$ cat config.mk
export PLATFORM = sky130hd
export DESIGN_NAME = echo_request_mux_flat
export DESIGN_NICKNAME = d
export VERILOG_FILES = /design/src/rtl/echo_request_mux_if.sv /design/src/rtl/echo_request_mux.sv /design/src/flat_wrapper.sv
export SDC_FILE = /design/constraint.sdc
export NUM_CORES = 1
export LEC_CHECK = 0
export BUFFER_PORTS_ARGS = -buffer_cell sky130_fd_sc_hd__buf_4
export CORE_ASPECT_RATIO = 1.4
export CORE_MARGIN = 8
export CORE_UTILIZATION = 40
export CTS_CLUSTER_DIAMETER = 60
export DETAILED_ROUTE_END_ITERATION = 7
export HOLD_SLACK_MARGIN = 0.08
export PLACE_DENSITY = 0.71
export SLEW_MARGIN = 5
export SYNTH_ARGS = -nofsm -noshare
export SYNTH_HDL_FRONTEND = slang
export SYNTH_SLANG_ARGS = --single-unit
$ cat constraint.sdc
create_clock -name CLK -period 11.4 [get_ports CLK]
set_input_delay 0.57 -clock CLK [delete_from_list [all_inputs] [get_ports CLK]]
set_output_delay 0.57 -clock CLK [all_outputs]
set_load 0.01 [all_outputs]
$ cat src/rtl/echo_request_mux_if.sv
// ----------------------------------------------------------------------------
// echo_request_mux_if
//   Bundles the request-side and pipe-side handshakes of echo_request_mux.
//
//   Request side (one lane per channel, NUM_CH lanes):
//     chan_enq_ena   per-channel enqueue strobe
//     chan_enq_meth  per-channel 32-bit method word, channel i at [32*i +: 32]
//     chan_enq_v     per-channel payload, channel i at [DATA_W*i +: DATA_W]
//     chan_enq_rdy   per-channel ready
//   Pipe side (single outbound lane):
//     pipe_enq_ena   outbound message valid
//     pipe_enq_v     {v, meth, tag}, tag in bits [31:0]
//     pipe_enq_rdy   outbound sink ready
//
//   Modports:
//     master  the mux itself (consumes request lanes, drives the pipe)
//     slave   the environment (drives request lanes, sinks the pipe)
// ----------------------------------------------------------------------------
interface echo_request_mux_if #(
    parameter int NUM_CH = 4,
    parameter int DATA_W = 32
);
    logic [NUM_CH-1:0]        chan_enq_ena;
    logic [NUM_CH*32-1:0]     chan_enq_meth;
    logic [NUM_CH*DATA_W-1:0] chan_enq_v;
    logic [NUM_CH-1:0]        chan_enq_rdy;
    logic                     pipe_enq_ena;
    logic [DATA_W+63:0]       pipe_enq_v;
    logic                     pipe_enq_rdy;

    modport master (
        input  chan_enq_ena,
        input  chan_enq_meth,
        input  chan_enq_v,
        output chan_enq_rdy,
        output pipe_enq_ena,
        output pipe_enq_v,
        input  pipe_enq_rdy
    );

    modport slave (
        output chan_enq_ena,
        output chan_enq_meth,
        output chan_enq_v,
        input  chan_enq_rdy,
        input  pipe_enq_ena,
        input  pipe_enq_v,
        output pipe_enq_rdy
    );
endinterface

$ cat src/rtl/echo_request_mux.sv
// ----------------------------------------------------------------------------
// echo_request_mux
//   Round-robin merges NUM_CH tagged request channels onto one outbound pipe.
//   Each channel owns a single holding slot; a shared output register drives
//   the pipe. Channel i is tagged TAG_BASE+i (mod 2^32) in bits [31:0] of the
//   outbound word {v, meth, tag}.
//
//   Ports:
//     CLK        clock, all state updates on posedge
//     nRST       synchronous active-low reset
//     bus        echo_request_mux_if.master (request lanes in, pipe out)
//     msg_count  32-bit count of delivered messages (ECHO_REQ_STATS_EN only)
//
//   Configuration macro:
//     ECHO_REQ_STATS_EN  adds the msg_count port and its wrapping counter.
//
//   Timing: a beat accepted in cycle t sits in its slot in t+1 and is on the
//   pipe in t+2. A slot that is being drained accepts a new beat in the same
//   cycle, so a single channel can stream one message per cycle.
// ----------------------------------------------------------------------------
module echo_request_mux #(
    parameter int          NUM_CH   = 4,
    parameter int          DATA_W   = 32,
    parameter logic [31:0] TAG_BASE = 32'd1
) (
    input  logic               CLK,
    input  logic               nRST,
    echo_request_mux_if.master bus
`ifdef ECHO_REQ_STATS_EN
    ,
    output logic [31:0]        msg_count
`endif
);
    localparam int PTR_W = (NUM_CH > 1) ? $clog2(NUM_CH) : 1;
    localparam int OUT_W = DATA_W + 64;

    // Per-channel holding slots
    logic [NUM_CH-1:0] held_q, held_d;
    logic [31:0]       meth_q [NUM_CH];
    logic [DATA_W-1:0] v_q    [NUM_CH];

    // Output register and arbiter pointer
    logic              out_valid_q, out_valid_d;
    logic [OUT_W-1:0]  out_data_q, out_data_d;
    logic [PTR_W-1:0]  rr_ptr_q, rr_ptr_d;

    logic [PTR_W-1:0]  grant;
    logic              any_held;
    logic              out_load;
    logic [NUM_CH-1:0] drain;
    logic [NUM_CH-1:0] accept;

    // (base + step) mod NUM_CH, for step < NUM_CH
    function automatic logic [PTR_W-1:0] wrap_idx(input logic [PTR_W-1:0] base, input int step);
        int sum;
        sum = int'(base) + step;
        if (sum >= NUM_CH) begin
            sum = sum - NUM_CH;
        end
        return sum[PTR_W-1:0];
    endfunction

    // The output register can take a new word when empty or when the sink
    // is consuming the current one this cycle.
    assign out_load = !out_valid_q || bus.pipe_enq_rdy;

    // Round-robin arbiter: first held slot at or after rr_ptr, wrapping.
    always_comb begin
        logic [PTR_W-1:0] idx;
        // NOTE: every always_comb output gets a default before any branch so
        // no path leaves it unassigned; otherwise a latch is inferred.
        any_held = 1'b0;
        grant    = '0;
        idx      = '0;
        for (int k = 0; k < NUM_CH; k++) begin
            idx = wrap_idx(rr_ptr_q, k);
            if (!any_held && held_q[idx]) begin
                any_held = 1'b1;
                grant    = idx;
            end
        end
    end

    // One-hot of the slot emptied into the output register this cycle.
    always_comb begin
        drain = '0;
        if (out_load && any_held) begin
            drain[grant] = 1'b1;
        end
    end

    // Ready depends only on state, pipe ready and reset, never on any ENA.
    assign bus.chan_enq_rdy = {NUM_CH{nRST}} & (~held_q | drain);
    assign accept           = bus.chan_enq_ena & bus.chan_enq_rdy;

    // A same-cycle refill wins over the drain, keeping the slot full.
    assign held_d = (held_q & ~drain) | accept;

    always_comb begin
        out_valid_d = out_valid_q;
        out_data_d  = out_data_q;
        rr_ptr_d    = rr_ptr_q;
        if (out_load) begin
            out_valid_d = any_held;
            if (any_held) begin
                out_data_d = {v_q[grant], meth_q[grant], TAG_BASE + 32'(grant)};
                rr_ptr_d   = wrap_idx(grant, 1);
            end
        end
    end

    // Control state: reset clears all occupancy, discarding in-flight data.
    always_ff @(posedge CLK) begin
        // NOTE: sequential state uses non-blocking assignments so every
        // register samples pre-edge values regardless of statement order.
        if (!nRST) begin
            held_q      <= '0;
            out_valid_q <= 1'b0;
            rr_ptr_q    <= '0;
        end else begin
            held_q      <= held_d;
            out_valid_q <= out_valid_d;
            rr_ptr_q    <= rr_ptr_d;
        end
    end

    // NOTE: payload storage is deliberately not reset; it is only observed
    // behind held_q / out_valid_q, which are.
    always_ff @(posedge CLK) begin
        for (int i = 0; i < NUM_CH; i++) begin
            if (accept[i]) begin
                meth_q[i] <= bus.chan_enq_meth[32*i +: 32];
                v_q[i]    <= bus.chan_enq_v[DATA_W*i +: DATA_W];
            end
        end
        out_data_q <= out_data_d;
    end

    assign bus.pipe_enq_ena = out_valid_q;
    assign bus.pipe_enq_v   = out_data_q;

`ifdef ECHO_REQ_STATS_EN
    logic [31:0] msg_count_q, msg_count_d;

    // Counts pipe transfers; wraps naturally from all-ones to zero.
    assign msg_count_d = msg_count_q + {31'd0, out_valid_q && bus.pipe_enq_rdy};

    always_ff @(posedge CLK) begin
        if (!nRST) begin
            msg_count_q <= '0;
        end else begin
            msg_count_q <= msg_count_d;
        end
    end

    assign msg_count = msg_count_q;
`endif

endmodule

$ cat src/flat_wrapper.sv
// flat-port wrapper written by rule: the top's interface ports become plain ports
module echo_request_mux_flat 
#(
    parameter int          NUM_CH   = 4,
    parameter int          DATA_W   = 32,
    parameter logic [31:0] TAG_BASE = 32'd1
)
  (CLK, nRST, bus_chan_enq_ena, bus_chan_enq_meth, bus_chan_enq_v, bus_chan_enq_rdy, bus_pipe_enq_ena, bus_pipe_enq_v, bus_pipe_enq_rdy);
  echo_request_mux_if #(.NUM_CH(NUM_CH), .DATA_W(DATA_W)) bus_i ();
  input  logic CLK;
  input  logic nRST;
  input wire logic [$bits(bus_i.chan_enq_ena)-1:0] bus_chan_enq_ena;
  input wire logic [$bits(bus_i.chan_enq_meth)-1:0] bus_chan_enq_meth;
  input wire logic [$bits(bus_i.chan_enq_v)-1:0] bus_chan_enq_v;
  output wire logic [$bits(bus_i.chan_enq_rdy)-1:0] bus_chan_enq_rdy;
  output wire logic [$bits(bus_i.pipe_enq_ena)-1:0] bus_pipe_enq_ena;
  output wire logic [$bits(bus_i.pipe_enq_v)-1:0] bus_pipe_enq_v;
  input wire logic [$bits(bus_i.pipe_enq_rdy)-1:0] bus_pipe_enq_rdy;
  assign bus_i.chan_enq_ena = bus_chan_enq_ena;
  assign bus_i.chan_enq_meth = bus_chan_enq_meth;
  assign bus_i.chan_enq_v = bus_chan_enq_v;
  assign bus_chan_enq_rdy = bus_i.chan_enq_rdy;
  assign bus_pipe_enq_ena = bus_i.pipe_enq_ena;
  assign bus_pipe_enq_v = bus_i.pipe_enq_v;
  assign bus_i.pipe_enq_rdy = bus_pipe_enq_rdy;
  echo_request_mux #(.NUM_CH(NUM_CH), .DATA_W(DATA_W), .TAG_BASE(TAG_BASE)) u_core (.CLK(CLK), .nRST(nRST), .bus(bus_i));
endmodule
==> results of run 1 <==
-- final cells by class --
class,instances,share of cell area
Sequential cell,330,0.610
Timing Repair Buffer,342,0.159
Multi-Input combinational cell,281,0.128
Clock buffer,42,0.0586
Tap cell,390,0.0302
Clock inverter,17,0.0120
Inverter,7,0.00171
Antenna cell,3,0.000465
-- cell usage after synthesis, types with 2 or more instances --
library cell | count | area [sq um]
edfxtp_1 | 323 | 9700
nand3_1 | 65 | 325
a221o_1 | 64 | 641
o2bb2ai_1 | 64 | 561
buf_4 | 30 | 225
buf_2 | 25 | 125
clkbuf_1 | 12 | 45.0
a21oi_1 | 8 | 40.0
buf_6 | 8 | 90.1
dfxtp_1 | 7 | 140
nand2_1 | 6 | 22.5
inv_1 | 5 | 18.8
nor2_1 | 5 | 18.8
a21boi_0 | 4 | 30.0
and2_1 | 4 | 25.0
nor2b_1 | 4 | 25.0
o21ai_0 | 4 | 20.0
and3_1 | 3 | 18.8
nand2b_1 | 3 | 18.8
a211o_1 | 2 | 17.5
buf_1 | 2 | 7.51
inv_2 | 2 | 7.51
o21a_1 | 2 | 15.0
o21bai_1 | 2 | 15.0
-- metrics by stage --
stage               setup slack, ns  total power, mW  area, sq um
finish                         8.10             3.00        16100
global route                   7.92             3.10        16100
CTS                            8.06             3.04        16100
detailed placement             8.19             1.91        15000
global placement               8.35             1.89        15000
floorplan                      6.72             1.70        12400
-- metal layers --
layer	wire, microns	up-vias
met5	0	-
met4	981	0
met3	2160	52
met2	18600	320
met1	11500	3591
li1	-	3347
-- power groups by stage --
stage	Combinational (mW)	Clock, mW	Sequential, mW
2_1_floorplan	0.173	0	1.53
3_5_place_dp	0.393	0	1.51
3_3_place_gp	0.383	0	1.51
6_report	0.385	1.13	1.49
4_1_cts	0.393	1.15	1.49
5_1_grt	0.412	1.19	1.50
-- kinds of logic after synthesis --
group / share of synthesized area
buf+inv: 0.0424
flops: 0.803
simple gates: 0.0401
compound gates: 0.115
other cells: 0.000306
-- flip-flops by register name, indices dropped and copies added (netlist names) --
name and cells:
u_core.bus.pipe_enq_ena 1, u_core.bus.pipe_enq_v 67, u_core.held_q 4, u_core.meth_q 128, u_core.rr_ptr_q 2, u_core.v_q 128
-- path summary, 6_finish.rpt --
kind,startpoint,depth (start not counted),to
setup / recovery,u_core.rr_ptr_q[1],6,bus_chan_enq_rdy[3]
hold / removal,bus_chan_enq_meth[74],1,u_core.meth_q[2][10]
setup reg to reg,u_core.rr_ptr_q[1],5,u_core.v_q[3][14]
hold reg to reg,u_core.v_q[2][26],1,u_core.bus.pipe_enq_v[90]
==> flow_summary.yaml, run 1 <==
status:
  status: "finished, final reports clean"
synthesis:
  synthCells: 667
  seq_area_frac_synth: 0.803
  syn-cell-area_sq_um: 12300
  synth_seq_cells: 330
  synth_warnings: 0
  synth.distinct_cells: 37
  synthArstFlopShare: 0
  synth_area_per_cell_sq_um: 18.4
  synth_ff_type: "edfxtp_1"
  synth_edf_count: 323
timing:
  worst-slew-pin-transition_ns: 1.11
  fmax_ghz: 0.303
  hold_viol: 0
  finClkSkew_ns: 0.0100
  drv_slew: 0
  period_minus_slack_ns: 3.30
  hold_slack_ns: 0.234
  max_slew_margin: 0.258
  fin_tns_setup_ns: 0
  rsz0062_at_grt: "no"
  setup_viol: 0
  finalCritPeriodShare: 0.289
grt:
  antenna_found_initial: 3
  grt_max_degree: 71
  grt_util_all_layers: 0.177
  grt_first_pass_wirelength_mm: 48.4
  grt_overflow: 0
  grt_pass1_vias: 8055
  globalRoute.busiestLayer: "met2"
  grt_use_met1: 0.188
  gr-usage-met3: 0.0371
  met2_usage: 0.334
route:
  avgViaCountPerCell: 5.18
  ant_nets: 0
  drt-initial-drc-count: 410
  vias: 7310
  first_pass_iters: 4
  drt-total-wl_mm: 33.3
  remaining_drc_errors: 0
  wl_per_cell_microns: 23.6
worst_setup_path:
  crit_path_max_fanout: 65
  path_buf_inv: 2
  cp_data_arrival_time_ns: 2.73
  crit_type: "reg -> out"
  cp_slowest_stage_delay_ns: 0.59
  cp-start-kind: "flop"
  crit_chain: "o21bai_4 > buf_4 > nand2_1 > o31ai_1 > and2_1 > buf_4"
  crit_slowest_cell: "buf_4"
  endpoint_kind: "output port"
  crit_required_ns: 10.83
  crit_top_cell: "buf_4"
  rrSetupSlack_ns: 8.22
  crit_family: "buffers and inverters"
clock_network:
  clk_pin_slew_ns: 0.06
  clockRootBuffer: "clkbuf_16"
  cts_max_path_buffers: 3
  clock_latency_ns: 0.51
  clkSinkCount: 330
  postCtsSetupRepairBufs: 0
  tritoncts: "done"
  htree_num_levels: 2
  cts_hold_buffers: 0
  cts_buffers: 34
  cts_resized: 0
final_layout:
  nFillCells: 2437
  drive_gt1_frac: 0.398
  finalCoreUtilization: 0.529
  multi_input_area_sq_um: 2060
  mostFrequentLayoutCells: "342 x buf_4, 323 x edfxtp_1, 65 x nand3_1, 64 x o2bb2ai_1, 64 x a221o_1"
  nets: 1259
  layout_commonest_cell: "buf_4"
  seq_area_sq_um: 9840
  stdcell_count: 1412
  area_growth_pct: 31.6
floorplanning:
  die_x_microns: 164
  io-pin-count: 364
  dieArea_sq_um: 36600
  start_util: 0.402
  row_count: 76
  core_sq_um: 30500
  dieHeight_microns: 223
power:
  seq_power_share: 0.496
  power_density_nw_per_um2: 186
  p_int_mw: 2.31
  p_clk_frac: 0.376
  p_leak_nw: 5.97
  power_frac_comb: 0.128
  switching_share: 0.231
  p_switching_mw: 0.694
  ir_drop_mv: 0.125
flow_run:
  drv_cap: 0
placed_design:
  routabilityCongestion: 0.793
  io_buffers: 334
  place_inst: 1350
  dp_hpwl_mm: 22.6
hold_path:
  min-delay-path-class: "in -> reg"
Power figures use the tool's default switching activity.
==> inputs of run 2 (changes only) <==
- ABC_AREA: not set -> 1
- PLACE_DENSITY: 0.71 -> 0.74
- clock period: 11.4 -> 3 ns (I/O delays scaled with it)
==> run 2 against run 1 <==
  * Core utilization is 9.1 points higher
  * Die area is 0.96% higher
  * Sequential share of layout area is 9.1 points lower
  * Via count is 33% higher
  * Area after synthesis is 1.1% higher
  * Sequential power grew to 4.6 times the previous value
  * Non-clock buffer count is 276 higher
  * Critical endpoint is now bus_chan_enq_rdy[0]
  * Highest routed layer unchanged
==> flow_summary.yaml, run 2 <==
grt:
  grt_util_all_layers: 0.226
  grt_overflow: 0
  grt_max_degree: 73
  grt_pass1_vias: 10600
  grt_first_pass_wirelength_mm: 62.8
  antenna_found_initial: 9
route:
  first_pass_iters: 5
  drt-initial-drc-count: 807
  avgViaCountPerCell: 5.21
  remaining_drc_errors: 0
  vias: 9734
  drt-total-wl_mm: 43.4
  ant_nets: 0
  wl_per_cell_microns: 23.2
power:
  power_density_nw_per_um2: 939
  ir_drop_mv: 1.09
  total_power_mw: 17.8
  seq_power_share: 0.388
  p_clk_frac: 0.215
  p_int_mw: 11.1
  switching_share: 0.380
  p_leak_nw: 7.42
  power_frac_comb: 0.397
  p_switching_mw: 6.77
timing:
  drv_slew: 0
  fmax_ghz: 0.353
  period_minus_slack_ns: 2.83
  worst-slew-pin-transition_ns: 1.07
  max_slew_margin: 0.288
  hold_slack_ns: 0.311
  fin_tns_setup_ns: 0
  finClkSkew_ns: 0.0144
  worst_slack_ns: 0.165
  setup_viol: 0
  finalCritPeriodShare: 0.945
  hold_viol: 0
clock_network:
  cts_max_path_buffers: 3
  clk_pin_slew_ns: 0.07
  clockRootBuffer: "clkbuf_16"
  cts_buffers: 31
  clkSinkCount: 330
  clock_latency_ns: 0.56
  htree_num_levels: 1
  tritoncts: "done"
synthesis:
  netlist.area_leader.share: 0.783
  synth_area_per_cell_sq_um: 14.8
  synthArstFlopShare: 0
  yosysMostFrequentCell: "edfxtp_1"
  syn-cell-area_sq_um: 12400
  synth_seq_cells: 330
  synth.distinct_cells: 22
  yosysTopAreaCell: "edfxtp_1"
  synthCells: 835
  synth_edf_count: 323
  netlist_top_cells_area: "edfxtp_1 78%, nand3_1 5.6%, nand2_1 5.2%"
  synth_ff_type: "edfxtp_1"
  synth_warnings: 0
  seq_area_frac_synth: 0.794
  ys_top_cells_by_count: "323 x edfxtp_1, 172 x nand2_1, 138 x nand3_1"
worst_setup_path:
  crit_path_max_fanout: 15
  endpoint_kind: "output port"
  crit_type: "reg -> out"
  cp-start-kind: "flop"
  crit_required_ns: 2.85
  cp_data_arrival_time_ns: 2.68
floorplanning:
  io-pin-count: 364
  dieHeight_microns: 224
  dieArea_sq_um: 36900
  core_sq_um: 30600
  start_util: 0.405
  row_count: 76
  die_x_microns: 165
placed_design:
  dp_hpwl_mm: 24.5
  io_buffers: 334
  place_inst: 1533
  routabilityCongestion: 0.867
  preCtsSetupSlack_ns: -0.0560
status:
  status: "finished, final reports clean"
final_layout:
  stdcell_count: 1869
  nFillCells: 2130
  drive_gt1_frac: 0.299
  nets: 1707
  area_growth_pct: 53.2
  layout_commonest_cell: "buf_4"
  mostFrequentLayoutCells: "345 x buf_4, 323 x edfxtp_1, 264 x dlygate4sd3_1, 161 x nand2_1, 132 x nand3_1"
hold_path:
  min-delay-path-class: "in -> reg"
flow_run:
  drv_cap: 0
run 2: cell types whose count changed in the layout (fill, tap and decap cells not counted), sizes merged, moves of 12 or more:
cell         before  now
buf             342  354
nand4             0   65
nand2             7  177
a221o            64    0
dlygate4sd3       0  264
nand3            65  141
inv               8   25
o2bb2ai          64    0
run 2: worst paths after layout:
kind / from / end / slack (ns) / cells past startpoint
max: u_core.rr_ptr_q[0] / bus_chan_enq_rdy[0] / 0.17 / 13
min: bus_chan_enq_meth[16] / u_core.meth_q[0][16] / 0.31 / 2
max reg2reg: u_core.rr_ptr_q[0] / u_core.bus.pipe_enq_v[43] / 0.22 / 12
min reg2reg: u_core.v_q[1][31] / u_core.bus.pipe_enq_v[95] / 0.52 / 2
run 2: critical path: stages (launching register included):
cell	delay, ns
dfxtp_4	0.42
inv_2	0.10
nand2_1	0.10
nand2_1	0.09
nand2_1	0.09
a21boi_2	0.25
nand2_1	0.13
nor2_4	0.23
buf_8	0.22
nand3_2	0.10
nand2_2	0.09
nand2_2	0.08
inv_1	0.09
buf_4	0.13
run 2: metrics by stage:
stage | instance area (sq um) | utilization
6_report | 19000 | 0.620
5_1_grt | 19000 | 0.620
4_1_cts | 18900 | 0.617
3_5_place_dp | 15300 | 0.499
3_3_place_gp | 15300 | 0.499
2_1_floorplan | 12600 | -
run 2: cell type report:
class	instances	area [sq um]	area share
sequential	330	9840	0.519
inverter	25	110	0.00580
antenna	12	30.0	0.00158
tap	390	488	0.0257
timing repair buffer	618	5380	0.283
clock inverter	16	154	0.00811
multi-input combinational	438	2170	0.114
clock buffer	40	810	0.0426
run 2: power by group through the flow:
stage               clock, mW  sequential [mW]  combinational [mW]
global placement            0             6.96                6.23
CTS                      3.84             6.89                6.82
global route             4.04             6.98                7.63
detailed placement          0             6.97                6.47
finish                   3.83             6.92                7.07
floorplan                   0             7.10                3.96
run 2: timing repair:
action,in CTS,in global routing
pin swaps,1,2
hold buffers,264,0
buffers inserted,0,3
resized for setup,1,10
setup endpoints to repair,31,123
endpoints found under the hold margin,262,0
cloned,1,0
run 2: layer usage:
| metal | vias up | track usage | part of all wire | wire length, microns |
|---|---|---|---|---|
| met5 | - | 0 | 0 | 0 |
| met4 | 0 | 0.149 | 0.064 | 2770 |
| met3 | 171 | 0.0404 | 0.082 | 3550 |
| met2 | 668 | 0.403 | 0.53 | 23000 |
| met1 | 4639 | 0.238 | 0.33 | 14100 |
| li1 | 4256 | - | - | - |
run 2: cells by family (layout without fill, tap and decap cells):
kind of cell,Yosys count,after routing,share of synthesized area
DFF,330,330,0.794
other,1,41,0.000303
AOI/OAI and AO/OA,13,13,0.00576
buffers and inverters,96,699,0.0484
and+or+nand+nor,395,396,0.151
==> inputs of run 3 (changes only) <==
- CORE_UTILIZATION: 40 -> 47
- CTS_BUF_LIST: not set -> sky130_fd_sc_hd__clkbuf_4 sky130_fd_sc_hd__clkbuf_8 sky130_fd_sc_hd__clkbuf_16
- PLACE_DENSITY: 0.74 -> 0.84
==> run 3 against run 2 <==
  * Critical path depth is 2 lower
  * Final cell count fell by 4.0%
  * Via count increased by 2.7%
  * Critical endpoint is now u_core.bus.pipe_enq_v[83]
  * Highest routed layer unchanged
==> flow_summary.yaml, run 3 (same netlist as run 2, synthesis figures left out) <==
power:
  power_density_nw_per_um2: 959
  power_frac_comb: 0.393
  ir_drop_mv: 1.18
  p_switching_mw: 6.99
  switching_share: 0.385
  seq_power_share: 0.382
  p_clk_frac: 0.225
  p_leak_nw: 7.45
  p_int_mw: 11.2
  total_power_mw: 18.2
final_layout:
  mostFrequentLayoutCells: "345 x buf_4, 323 x edfxtp_1, 263 x dlygate4sd3_1, 161 x nand2_1, 132 x nand3_1"
  nets: 1705
  area_growth_pct: 53.1
  drive_gt1_frac: 0.308
  layout_commonest_cell: "buf_4"
floorplanning:
  start_util: 0.476
  dieArea_sq_um: 31900
  io-pin-count: 364
  dieHeight_microns: 208
  die_x_microns: 153
  row_count: 70
  core_sq_um: 26000
timing:
  hold_viol: 0
  drv_slew: 0
  finClkSkew_ns: 0.0230
  rsz0062_at_grt: "no"
  finalCritPeriodShare: 0.913
  period_minus_slack_ns: 2.74
  fin_tns_setup_ns: 0
  setup_viol: 0
  worst-slew-pin-transition_ns: 0.895
  max_slew_margin: 0.403
  fmax_ghz: 0.365
  worst_slack_ns: 0.261
clock_network:
  clockRootBuffer: "clkbuf_16"
  clkSinkCount: 330
  cts_buffers: 31
  clock_latency_ns: 0.56
  cts_max_path_buffers: 3
  postCtsSetupRepairBufs: 0
  htree_num_levels: 1
  tritoncts: "done"
  clk_pin_slew_ns: 0.07
grt:
  grt_first_pass_wirelength_mm: 66.9
  grt_max_degree: 79
  antenna_found_initial: 6
  grt_overflow: 0
  grt_pass1_vias: 10900
  grt_util_all_layers: 0.279
route:
  drt-initial-drc-count: 890
  remaining_drc_errors: 0
  first_pass_iters: 6
  wl_per_cell_microns: 25.7
  ant_nets: 0
  drt-total-wl_mm: 46.2
  avgViaCountPerCell: 5.57
  vias: 9996
hold_path:
  min-delay-path-class: "in -> reg"
worst_setup_path:
  crit_required_ns: 3.39
  crit_path_max_fanout: 78
  cp-start-kind: "flop"
  endpoint_kind: "flop"
  cp_data_arrival_time_ns: 3.13
  rrSetupSlack_ns: 0.26
  crit_type: "reg -> reg"
placed_design:
  dp_hpwl_mm: 24.2
  io_buffers: 334
  preCtsSetupSlack_ns: 0.186
  routabilityCongestion: 0.837
flow_run:
  drv_cap: 0
status:
  status: "finished, final reports clean"
==> run 3: changes by cell type in the layout (fill, tap and decap cells not counted), sizes merged <==
cell         delta
clkbuf          -1
diode           -6
clkinv          -5
clkinvlp        +4
dlygate4sd3     -1
bufinv          +1
buf             -1
==> run 3: path summary, 6_finish.rpt <==
kind | start | endpoint | cells past startpoint
worst max-delay path | u_core.rr_ptr_q[0] | u_core.bus.pipe_enq_v[83] | 11
worst min-delay path | bus_chan_enq_meth[71] | u_core.meth_q[2][7] | 2
worst max register to register | u_core.rr_ptr_q[0] | u_core.bus.pipe_enq_v[83] | 11
worst min register to register | u_core.held_q[1] | u_core.held_q[1] | 2
==> run 3: critical path: stages, from the launching register on <==
cell and delay [ns]:
dfxtp_4 0.43, inv_2 0.11, nand2_1 0.09, nand2_1 0.09
nand2_1 0.10, nand2_2 0.07, nor2_2 0.14, nand3_2 0.17
nand3_4 0.16, buf_4 0.71, nand3_1 0.23, nand4_1 0.21
==> run 3: cell type report <==
| class | count | area, sq um |
|---|---|---|
| Clock inverter | 16 | 206 |
| Fill cell | 1431 | 7050 |
| Timing Repair Buffer | 616 | 5380 |
| Antenna cell | 6 | 15.0 |
| Tap cell | 324 | 405 |
| Sequential cell | 330 | 9840 |
| Clock buffer | 39 | 836 |
| Multi-Input combinational cell | 438 | 2170 |
| Inverter | 25 | 103 |
==> run 3: what timing repair did <==
| item | 4_1_cts | 5_1_grt |
|---|---|---|
| setup endpoints to repair | 0 | 31 |
| resized for setup | 0 | 1 |
| hold buffers | 263 | 0 |
| hold endpoints to repair | 262 | 0 |
==> run 3: per-stage QoR <==
step | instance area (sq um) | hold slack, ns | instances | util
4_1_cts | 18900 | 0.285 | 1787 | 0.728
2_1_floorplan | 12600 | 0.249 | 863 | -
5_1_grt | 19000 | 0.290 | 1794 | 0.729
3_5_place_dp | 15300 | 0.329 | 1469 | 0.587
3_3_place_gp | 15300 | 0.328 | 1469 | 0.587
6_report | 19000 | 0.302 | 1794 | 0.729
==> run 3: power groups by stage <==
stage	clock network (mW)	logic [mW]	registers [mW]
2_1_floorplan	0	3.96	7.10
3_3_place_gp	0	6.25	6.97
3_5_place_dp	0	6.49	6.97
4_1_cts	4.02	6.81	6.89
5_1_grt	4.27	7.62	7.00
6_report	4.09	7.15	6.95
==> run 3: layer usage <==
metal | part of all wire | wire (microns) | up-vias | GRT usage
met4 | 0.071 | 3280 | 0 | 0.189
met2 | 0.53 | 24600 | 780 | 0.508
li1 | - | - | 4251 | -
met1 | 0.32 | 14500 | 4757 | 0.281
met3 | 0.080 | 3710 | 208 | 0.0597
met5 | 0 | 0 | - | 0
